File: config.mk
export PLATFORM = sky130hd
export DESIGN_NAME = gcd_arbiter
export DESIGN_NICKNAME = d
export VERILOG_FILES = /design/src/rtl/gcd_arb_pkg.sv /design/src/rtl/gcd_arbiter_rr_pick.sv /design/src/rtl/gcd_arbiter.sv
export SDC_FILE = /design/constraint.sdc
export NUM_CORES = 1
export LEC_CHECK = 0
export ABC_AREA = 1
export CAP_MARGIN = 40
export CORE_ASPECT_RATIO = 1.25
export CORE_MARGIN = 3
export CORE_UTILIZATION = 42
export DETAILED_ROUTE_END_ITERATION = 6
export PLACE_DENSITY = 0.79
export SYNTH_ARGS = -nofsm -noshare
export SYNTH_HDL_FRONTEND = slang
export SYNTH_HIERARCHICAL = 1
export SYNTH_SLANG_ARGS = --single-unit
export TNS_END_PERCENT = 1
File: constraint.sdc
create_clock -name clk -period 2.4 [get_ports clk]
set_clock_uncertainty 0.1 [all_clocks]
set_input_delay 0.36 -clock clk [delete_from_list [all_inputs] [get_ports clk]]
set_output_delay 0.36 -clock clk [all_outputs]
set_load 0.005 [all_outputs]
File: src/rtl/gcd_arb_pkg.sv
// Shared types and default constants for the round-robin GCD arbiter.
package gcd_arb_pkg;

    typedef enum logic [1:0] {
        ST_IDLE   = 2'd0,
        ST_LAUNCH = 2'd1,
        ST_WAIT   = 2'd2,
        ST_RESP   = 2'd3
    } state_t;

    localparam int GCD_W       = 4;
    localparam int GCD_TIMEOUT = 255;

endpackage

File: src/rtl/gcd_arbiter_rr_pick.sv
// Combinational round-robin picker: first set request at or after ptr, wrapping modulo N.
module rr_pick #(
    parameter int N  = 4,
    parameter int IW = 2
) (
    input  logic [N-1:0]  req,
    input  logic [IW-1:0] ptr,
    output logic [N-1:0]  grant,
    output logic [IW-1:0] grant_id
);

    // rot_idx[k] is the requester examined at priority rank k (rank 0 = ptr)
    logic [IW-1:0] rot_idx [N];

    for (genvar gi = 0; gi < N; gi++) begin : g_rot
        assign rot_idx[gi] = IW'((int'(ptr) + gi) % N);
    end

    always_comb begin
        grant    = '0;
        grant_id = '0;
        // Scan from lowest to highest priority so the highest-priority hit wins
        for (int i = N - 1; i >= 0; i--) begin
            if (req[rot_idx[i]]) begin
                grant_id = rot_idx[i];
            end
        end
        if (|req) begin
            grant[grant_id] = 1'b1;
        end
    end

endmodule

File: src/rtl/gcd_arbiter.sv
// Round-robin arbiter sharing one GCD engine among N requesters; zero operands answered with an error.
// Optional WAIT timeout with eng_abort output enabled by defining GCD_ARB_TIMEOUT_EN.
module gcd_arbiter
    import gcd_arb_pkg::*;
#(
    parameter int N = 4,
    parameter int W = GCD_W
`ifdef GCD_ARB_TIMEOUT_EN
    ,
    parameter int TIMEOUT = GCD_TIMEOUT
`endif
) (
    input  logic                 clk,
    input  logic                 rst,
    input  logic [N-1:0]         req_valid,
    output logic [N-1:0]         req_ready,
    input  logic [N*W-1:0]       req_x,
    input  logic [N*W-1:0]       req_y,
    output logic                 rsp_valid,
    output logic [$clog2(N)-1:0] rsp_id,
    output logic [W-1:0]         rsp_gcd,
    output logic                 rsp_err,
    output logic                 eng_go,
    output logic [W-1:0]         eng_x,
    output logic [W-1:0]         eng_y,
`ifdef GCD_ARB_TIMEOUT_EN
    output logic                 eng_abort,
`endif
    input  logic                 eng_done,
    input  logic [W-1:0]         eng_gcd
);

    localparam int IW = $clog2(N);

    localparam logic [1:0] S_IDLE   = ST_IDLE;
    localparam logic [1:0] S_LAUNCH = ST_LAUNCH;
    localparam logic [1:0] S_WAIT   = ST_WAIT;
    localparam logic [1:0] S_RESP   = ST_RESP;

    logic [1:0]    state_reg, state_next;
    logic [IW-1:0] ptr_reg, ptr_next;
    logic [IW-1:0] id_reg, id_next;
    logic [W-1:0]  x_reg, x_next;
    logic [W-1:0]  y_reg, y_next;
    logic [W-1:0]  gcd_reg, gcd_next;
    logic          err_reg, err_next;

    logic [N-1:0]  grant;
    logic [IW-1:0] grant_id;
    logic [W-1:0]  x_arr [N];
    logic [W-1:0]  y_arr [N];

    for (genvar gi = 0; gi < N; gi++) begin : g_slice
        assign x_arr[gi] = req_x[gi*W +: W];
        assign y_arr[gi] = req_y[gi*W +: W];
    end

    rr_pick #(.N(N), .IW(IW)) u_pick (
        .req      (req_valid),
        .ptr      (ptr_reg),
        .grant    (grant),
        .grant_id (grant_id)
    );

`ifdef GCD_ARB_TIMEOUT_EN
    localparam int CNT_W = ($clog2(TIMEOUT + 1) > 8) ? $clog2(TIMEOUT + 1) : 8;
    logic [CNT_W-1:0] cnt_reg, cnt_next;
    logic             timed_out;

    // A done arriving in the same cycle as the limit still wins
    assign timed_out = (state_reg == S_WAIT) && !eng_done && (cnt_reg == CNT_W'(TIMEOUT));
    assign eng_abort = timed_out;
`endif

    always_comb begin
        state_next = state_reg;
        ptr_next   = ptr_reg;
        id_next    = id_reg;
        x_next     = x_reg;
        y_next     = y_reg;
        gcd_next   = gcd_reg;
        err_next   = err_reg;
`ifdef GCD_ARB_TIMEOUT_EN
        cnt_next   = cnt_reg;
`endif
        case (state_reg)
            S_IDLE: begin
                if (|grant) begin
                    id_next    = grant_id;
                    x_next     = x_arr[grant_id];
                    y_next     = y_arr[grant_id];
                    gcd_next   = '0;
                    // Zero operand would never terminate the subtractive engine
                    err_next   = (x_arr[grant_id] == '0) || (y_arr[grant_id] == '0);
                    state_next = err_next ? S_RESP : S_LAUNCH;
                end
            end
            S_LAUNCH: begin
                state_next = S_WAIT;
`ifdef GCD_ARB_TIMEOUT_EN
                cnt_next   = '0;
`endif
            end
            S_WAIT: begin
                if (eng_done) begin
                    gcd_next   = eng_gcd;
                    err_next   = 1'b0;
                    state_next = S_RESP;
                end
`ifdef GCD_ARB_TIMEOUT_EN
                else if (timed_out) begin
                    gcd_next   = '0;
                    err_next   = 1'b1;
                    state_next = S_RESP;
                end else begin
                    cnt_next = cnt_reg + 1'b1;
                end
`endif
            end
            S_RESP: begin
                ptr_next   = (id_reg == IW'(N - 1)) ? '0 : id_reg + 1'b1;
                state_next = S_IDLE;
            end
            default: state_next = S_IDLE;
        endcase
    end

    always_ff @(posedge clk or posedge rst) begin
        if (rst) begin
            state_reg <= S_IDLE;
            ptr_reg   <= '0;
            id_reg    <= '0;
            x_reg     <= '0;
            y_reg     <= '0;
            gcd_reg   <= '0;
            err_reg   <= 1'b0;
`ifdef GCD_ARB_TIMEOUT_EN
            cnt_reg   <= '0;
`endif
        end else begin
            state_reg <= state_next;
            ptr_reg   <= ptr_next;
            id_reg    <= id_next;
            x_reg     <= x_next;
            y_reg     <= y_next;
            gcd_reg   <= gcd_next;
            err_reg   <= err_next;
`ifdef GCD_ARB_TIMEOUT_EN
            cnt_reg   <= cnt_next;
`endif
        end
    end

    assign req_ready = (state_reg == S_IDLE) ? grant : '0;
    assign eng_go    = (state_reg == S_LAUNCH);
    assign eng_x     = x_reg;
    assign eng_y     = y_reg;
    assign rsp_valid = (state_reg == S_RESP);
    assign rsp_id    = rsp_valid ? id_reg : '0;
    assign rsp_gcd   = rsp_valid ? gcd_reg : '0;
    assign rsp_err   = rsp_valid & err_reg;

endmodule

==> results of run 1 <==
## worst max-delay path, delay by kind of cell
| family | cells | cell delay, ps |
|---|---|---|
| buffers and inverters | 4 | 1040 |
| and+or+nand+nor | 7 | 550 |
| AOI/OAI and AO/OA | 1 | 190 |
## routing by layer
layer  GRT usage [%]  routed length (µm)  part of all wire, %
met1           17.54                1297                   40
met4           3.023                  22                 0.68
met5               0                   0                    0
met2           31.20                1643                   50
met3           6.406                 294                  9.0
## stage by stage
stage / TNS (ps) / util (%) / power (mW) / cells / hold WS, ps
2_1_floorplan: 0 / - / 2.273 / 230 / 211.1
3_3_place_gp: -2286 / 66.50 / 2.999 / 334 / 366.6
3_5_place_dp: -2878 / 66.50 / 3.029 / 334 / 372.4
4_1_cts: -437.9 / 68.32 / 3.330 / 339 / 388.4
5_1_grt: -2412 / 69.00 / 3.766 / 340 / 414.7
6_report: -221.4 / 69.00 / 3.347 / 340 / 382.6
## cells in the final DEF, fill, tap and decap left out, types with 2 or more instances in the layout
master / n
dlygate4sd2_1: 3
clkdlybuf4s50_1: 59
nand3_2: 2
buf_4: 11
o21ai_2: 2
nand3_1: 24
inv_1: 25
clkbuf_8: 3
nand2_2: 8
dfrtp_1: 19
nor2_2: 6
ha_1: 6
inv_4: 2
nand2_1: 93
a22o_1: 4
nor2_1: 7
o21ai_0: 11
inv_2: 7
## cell families (layout without fill, tap and decap cells)
family	after synthesis	count (layout)	synth area share (%)
muxes	1	1	0.7588
DFF	19	19	32.04
adders and majority gates	6	6	5.059
AOI/OAI and AO/OA	20	20	8.601
buffers and inverters	42	115	12.90
and+or+nand+nor	142	142	40.64
## layout make-up
cell class | instances | share of cell area, %
Clock buffer | 4 | 1.973
Inverter | 35 | 6.301
Multi-Input combinational cell | 169 | 36.33
Sequential cell | 19 | 20.82
Tap cell | 37 | 2.027
Timing Repair Buffer | 76 | 32.55
## repair_timing
action,CTS,global route
pin swaps,2,3
setup endpoints to repair,4,14
gates resized for setup,7,8
setup buffers,1,1
## power by group
| part | internal, mW | switching, mW |
|---|---|---|
| Sequential | 0.478 | 0.102 |
| Clock | 0.118 | 0.102 |
| Combinational | 1.15 | 1.40 |
| Total | 1.74 | 1.60 |
## how the worst max path moves through the flow
stage	start	to	slack, ps	depth (start not counted)
after floorplan	ptr_reg[0]$_DFFE_PP0N_	state_reg[1]$_DFFE_PP0P_	380	19
after global placement	req_valid[2]	req_ready[3]	-220	14
after detailed placement	req_valid[0]	req_ready[3]	-260	14
after CTS	req_valid[3]	req_ready[2]	-230	12
after global routing	req_valid[3]	req_ready[2]	-360	12
final	req_valid[3]	req_ready[2]	-220	12
==> flow_summary_export.csv, run 1 <==
group,metric,value,unit
status,status,"finished with violations",
status,failed_checks,"negative setup slack",
cells_and_area,syn_to_final_growth,53.88,%
clock_network,cts_hold_buffers,0,
placement,post-dp-hpwl,2.695,mm
synthesis,synthTopCellsByArea,"dfrtp_1 (32%), nand2_1 (24%), nand3_1 (8.1%)",
critical_path,slowest_delay,480,ps
drt,drtAntennaViolNets,0,
synthesis,synth_nets,279,
die,die_area,4287,µm²
synthesis,ys.flop_type,"dfrtp_1",
clock_network,htree_levels,1,
synthesis,synth-seq-cells,19,
critical_path,critPathMostFrequentCell,"nand2_1",
global_route,grt_max_degree,20,
drt,first_pass_iters,4,
cells_and_area,fillers,298,
die,chipHeight,72.46,µm
critical_path,path_cells,"clkdlybuf4s50_1 -> inv_1 -> o21ai_2 -> nand2_1 -> nand2_1 -> nand3_1 -> nand2_1 -> nand2_2 -> nor2_2 -> nand2_1 -> inv_1 -> clkdlybuf4s50_1",
job,cap_violations,0,
synthesis,synth_warnings,6,
drt,avgViaCountPerCell,4.579,
placement,io_buffers,63,
synthesis,synth_area,1484,µm²
global_route,grt_antenna_before_repair,0,
synthesis,synth.avg_cell_area,6.452,µm²
die,pin_count,64,
timing,fmax,381.8,MHz
timing,finalCritPeriodShare,109.1,%
drt,route.vias.total,1557,
critical_path,rr_endpoint,"gcd_reg[3]$_DFFE_PP0P_",
power,leakagePower,1.249,nW
clock_network,cts_inserted_buffers,3,
synthesis,synth_common_cells,"nand2_1 (95), inv_1 (26), nand3_1 (24), dfrtp_1 (19), o21ai_0 (12)",
global_route,track_usage,16.72,%
cells_and_area,multiInputGateArea,829.5,µm²
cells_and_area,area.sequential,475.5,µm²
min_path,min_from,"eng_y[3]$_DFFE_PP0P_",
synthesis,postSynthCellCount,230,
clock_network,cts_root_buf,"clkbuf_8",
timing,fin_crit,2619,ps
cells_and_area,layout.nets,353,
critical_path,r2r_cells,18,
die,die_x,59.17,µm
clock_network,cts_tree,"built",
die,core_area,3309,µm²
drt,drt_wl_total,3.257,mm
global_route,gr-total-overflow,0,
power,powerDensity,1466,nW/µm²
synthesis,ys_types,24,
timing,rsz0062_at_grt,"yes",
timing,relSlewSlack,52.73,%
critical_path,reg2reg_from,"ptr_reg[0]$_DFFE_PP0N_",
drt,drtIter0Drc,51,
cells_and_area,drive_above_1_share,15.18,%
clock_network,clk_latency,250,ps
placement,place_ws,-262.8,ps
power,peakVddDrop,0.0009740,V
synthesis,synth-async-reset-ratio,100.0,%
die,num_rows,23,
cells_and_area,antenna_cells,0,
critical_path,slowest_stage,"clkdlybuf4s50_1",
min_path,hold_path_class,"reg -> reg",
synthesis,synth-edff-count,0,
drt,drc,0,
global_route,grt_pass1_vias,1487,
critical_path,crit_path_end_kind,"output pin",
timing,setup_violations,3,
min_path,hold_path_depth,2,
critical_path,worstSetupPathType,"in -> out",
critical_path,cp.arrival,2160,ps
clock_network,clock_path_buffers,2,
min_path,hold_path_end,"eng_y[3]$_DFFE_PP0P_",
critical_path,r2r_slack,60,ps
clock_network,clk_pin_slew,70,ps
timing,fin_ws,-219.2,ps
timing,slew_viol_final,0,
critical_path,crit_path_max_fanout,3,
timing,worst_pin_slew,708.3,ps
synthesis,synth_top_area_share,32.04,%
timing,final_hold_viol_count,0,
critical_path,cp-start-kind,"primary input",
placement,place_congestion,0.9288,
synthesis,synth_top_cell_by_area,"dfrtp_1",
critical_path,required,1940,ps
synthesis,ys_seq_area_share,32.04,%
placement,dpl_cell_area,2201,µm²
global_route,grt_pass1_wl,5.740,mm
drt,drt-wirelength-per-cell,9.579,µm
clock_network,cts_num_sinks,19,
die,start_util,44.84,%
cells_and_area,finish.instance_area,2283,µm²
synthesis,synthMostInstantiatedCell,"nand2_1",
Power figures use the tool's default switching activity.
==> run 2, diff against run 1 <==
CORE_ASPECT_RATIO = 0.8   (was 1.25)
GPL_TIMING_DRIVEN = 0   (was default)
==> flow_summary_export.csv, run 2 (synthesized netlist as in run 1, its figures left out) <==
group,metric,value,unit
critical_path,reg2reg_from,"ptr_reg[0]$_DFFE_PP0N_",
cells_and_area,area.sequential,475.5,µm²
cells_and_area,antenna_cells,0,
timing,relSlewSlack,52.43,%
clock_network,cts_hold_buffers,0,
critical_path,worstSetupPathType,"in -> out",
cells_and_area,final_cell_mix,"nand2_1 (90), clkdlybuf4s50_1 (58), inv_1 (24)",
critical_path,cpLargestDelayFamily,"buffers and inverters",
critical_path,cp-start-kind,"primary input",
clock_network,clock_path_buffers,2,
die,pin_count,64,
cells_and_area,syn_to_final_growth,54.72,%
clock_network,clk_pin_slew,70,ps
global_route,grt_pass1_wl,5.678,mm
drt,drt-wirelength-per-cell,10.65,µm
cells_and_area,drive_above_1_share,15.72,%
timing,fin_crit,2484,ps
die,chipHeight,59.17,µm
min_path,hold_path_class,"reg -> reg",
critical_path,setup.worst_path.start,"req_valid[3]",
placement,post-dp-hpwl,2.800,mm
die,core_area,3221,µm²
critical_path,required,1940,ps
placement,io_buffers,63,
timing,rsz0062_at_grt,"yes",
critical_path,crit_path_end_kind,"output pin",
placement,place_congestion,0.8074,
status,failed_checks,"negative setup slack",
critical_path,cp.arrival,2020,ps
timing,timing.hold.ws,385.4,ps
timing,worst_pin_slew,712.7,ps
clock_network,htree_levels,1,
die,die_area,4287,µm²
timing,fin_ws,-84.04,ps
clock_network,clk_latency,250,ps
drt,drtAntennaViolNets,0,
drt,route.vias.total,1564,
global_route,grt_max_degree,20,
die,die_x,72.46,µm
status,status,"finished with violations",
critical_path,slowest_delay,470,ps
global_route,track_usage,16.74,%
timing,final_hold_viol_count,0,
cells_and_area,fillers,288,
timing,finalCritPeriodShare,103.5,%
power,p_total,3.470,mW
global_route,gr-total-overflow,0,
critical_path,cp.buffers_inverters,5,
timing,setup_violations,3,
critical_path,critPathMostFrequentCell,"nand2_1",
drt,avgViaCountPerCell,4.614,
drt,drt_wl_total,3.609,mm
clock_network,cts_tree,"built",
drt,drtIter0Drc,46,
die,num_rows,18,
critical_path,path_cells,"clkdlybuf4s50_1 -> inv_2 -> o21ai_4 -> nand2_1 -> nand2_1 -> nand3_1 -> nand2_1 -> nand2_2 -> buf_4 -> nor2_2 -> nand2_1 -> inv_1 -> dlygate4sd2_1",
critical_path,crit_path_max_fanout,3,
power,leakagePower,1.246,nW
cells_and_area,layout.nets,349,
clock_network,cts_inserted_buffers,3,
drt,first_pass_iters,4,
cells_and_area,multiInputGateArea,869.6,µm²
clock_network,cts_root_buf,"clkbuf_8",
drt,drc,0,
timing,fmax,402.6,MHz
power,peakVddDrop,0.0007674,V
die,start_util,46.08,%
global_route,grt_pass1_vias,1325,
cells_and_area,final_common_cell,"nand2_1",
global_route,grt_antenna_before_repair,0,
job,cap_violations,0,
critical_path,slowest_stage,"clkdlybuf4s50_1",
power,powerDensity,1511,nW/µm²
clock_network,cts_num_sinks,19,
timing,slew_viol_final,0,
min_path,min_from,"err_reg$_DFFE_PP0P_",
[run 2: cell count changes in the layout (fill, tap and decap cells not counted), moves of 2 or more]
cell,previous run,this run
o21ai_0,11,9
buf_4,11,3
nor2_2,6,3
nand2_1,93,90
buf_8,0,2
nand2_2,8,10
o21ai_1,1,3
nor2_4,0,3
[run 2: worst reg2reg max path: cells and delay by family (launching register included)]
| family | cells | cell delay (ps) |
|---|---|---|
| buf+inv | 7 | 750 |
| flops | 1 | 380 |
| simple gates | 14 | 1030 |
[run 2: final timing paths]
check / to / slack, ps / cells past startpoint
min: err_reg$_DFFE_PP0P_ / 390 / 2
max: req_ready[3] / -80 / 13
min reg2reg: err_reg$_DFFE_PP0P_ / 390 / 2
min in group asynchronous: state_reg[0]$_DFFE_PP0P_ / 420 / 2
max in group asynchronous: eng_x[0]$_DFFE_PP0P_ / 1330 / 2
max reg2reg: err_reg$_DFFE_PP0P_ / 50 / 21
[run 2: power by group]
| part | internal, mW | switching [mW] |
|---|---|---|
| clock network | 0.118 | 0.101 |
| registers | 0.479 | 0.100 |
| logic | 1.14 | 1.53 |
[run 2: metal layers]
layer  vias to the layer above  GRT usage, %  share of wire, %
li1                        852             -                 -
met1                       662         20.95                44
met2                        48         28.92                47
met3                         2         5.085               8.6
met4                         0         3.158              0.39
met5                         -             0                 0
[run 2: stage by stage]
stage / area (µm²) / util (%) / TNS [ps] / setup slack, ps / cells
global placement: 2165 / 67.21 / -2895 / -265.6 / 333
finish: 2296 / 71.29 / -104.3 / -84.04 / 339
global route: 2296 / 71.29 / -1726 / -240.1 / 339
detailed placement: 2165 / 67.21 / -3132 / -267.2 / 333
floorplan: 1484 / - / 0 / 375.5 / 230
CTS: 2213 / 68.73 / -532.5 / -245.2 / 338
[run 2: layout make-up]
class                           count  area share [%]
Multi-Input combinational cell    169           37.87
Inverter                           35           6.267
Timing Repair Buffer               65           28.01
Sequential cell                    19           20.71
Clock buffer                        4           1.962
Tap cell                           40           2.180
Buffer                              7           2.997
[run 2: what timing repair did]
| action | in CTS | in global routing |
|---|---|---|
| setup buffers | 1 | 1 |
| endpoints found under the setup margin | 4 | 20 |
| resized for setup | 3 | 32 |
| pin swaps | 2 | 9 |
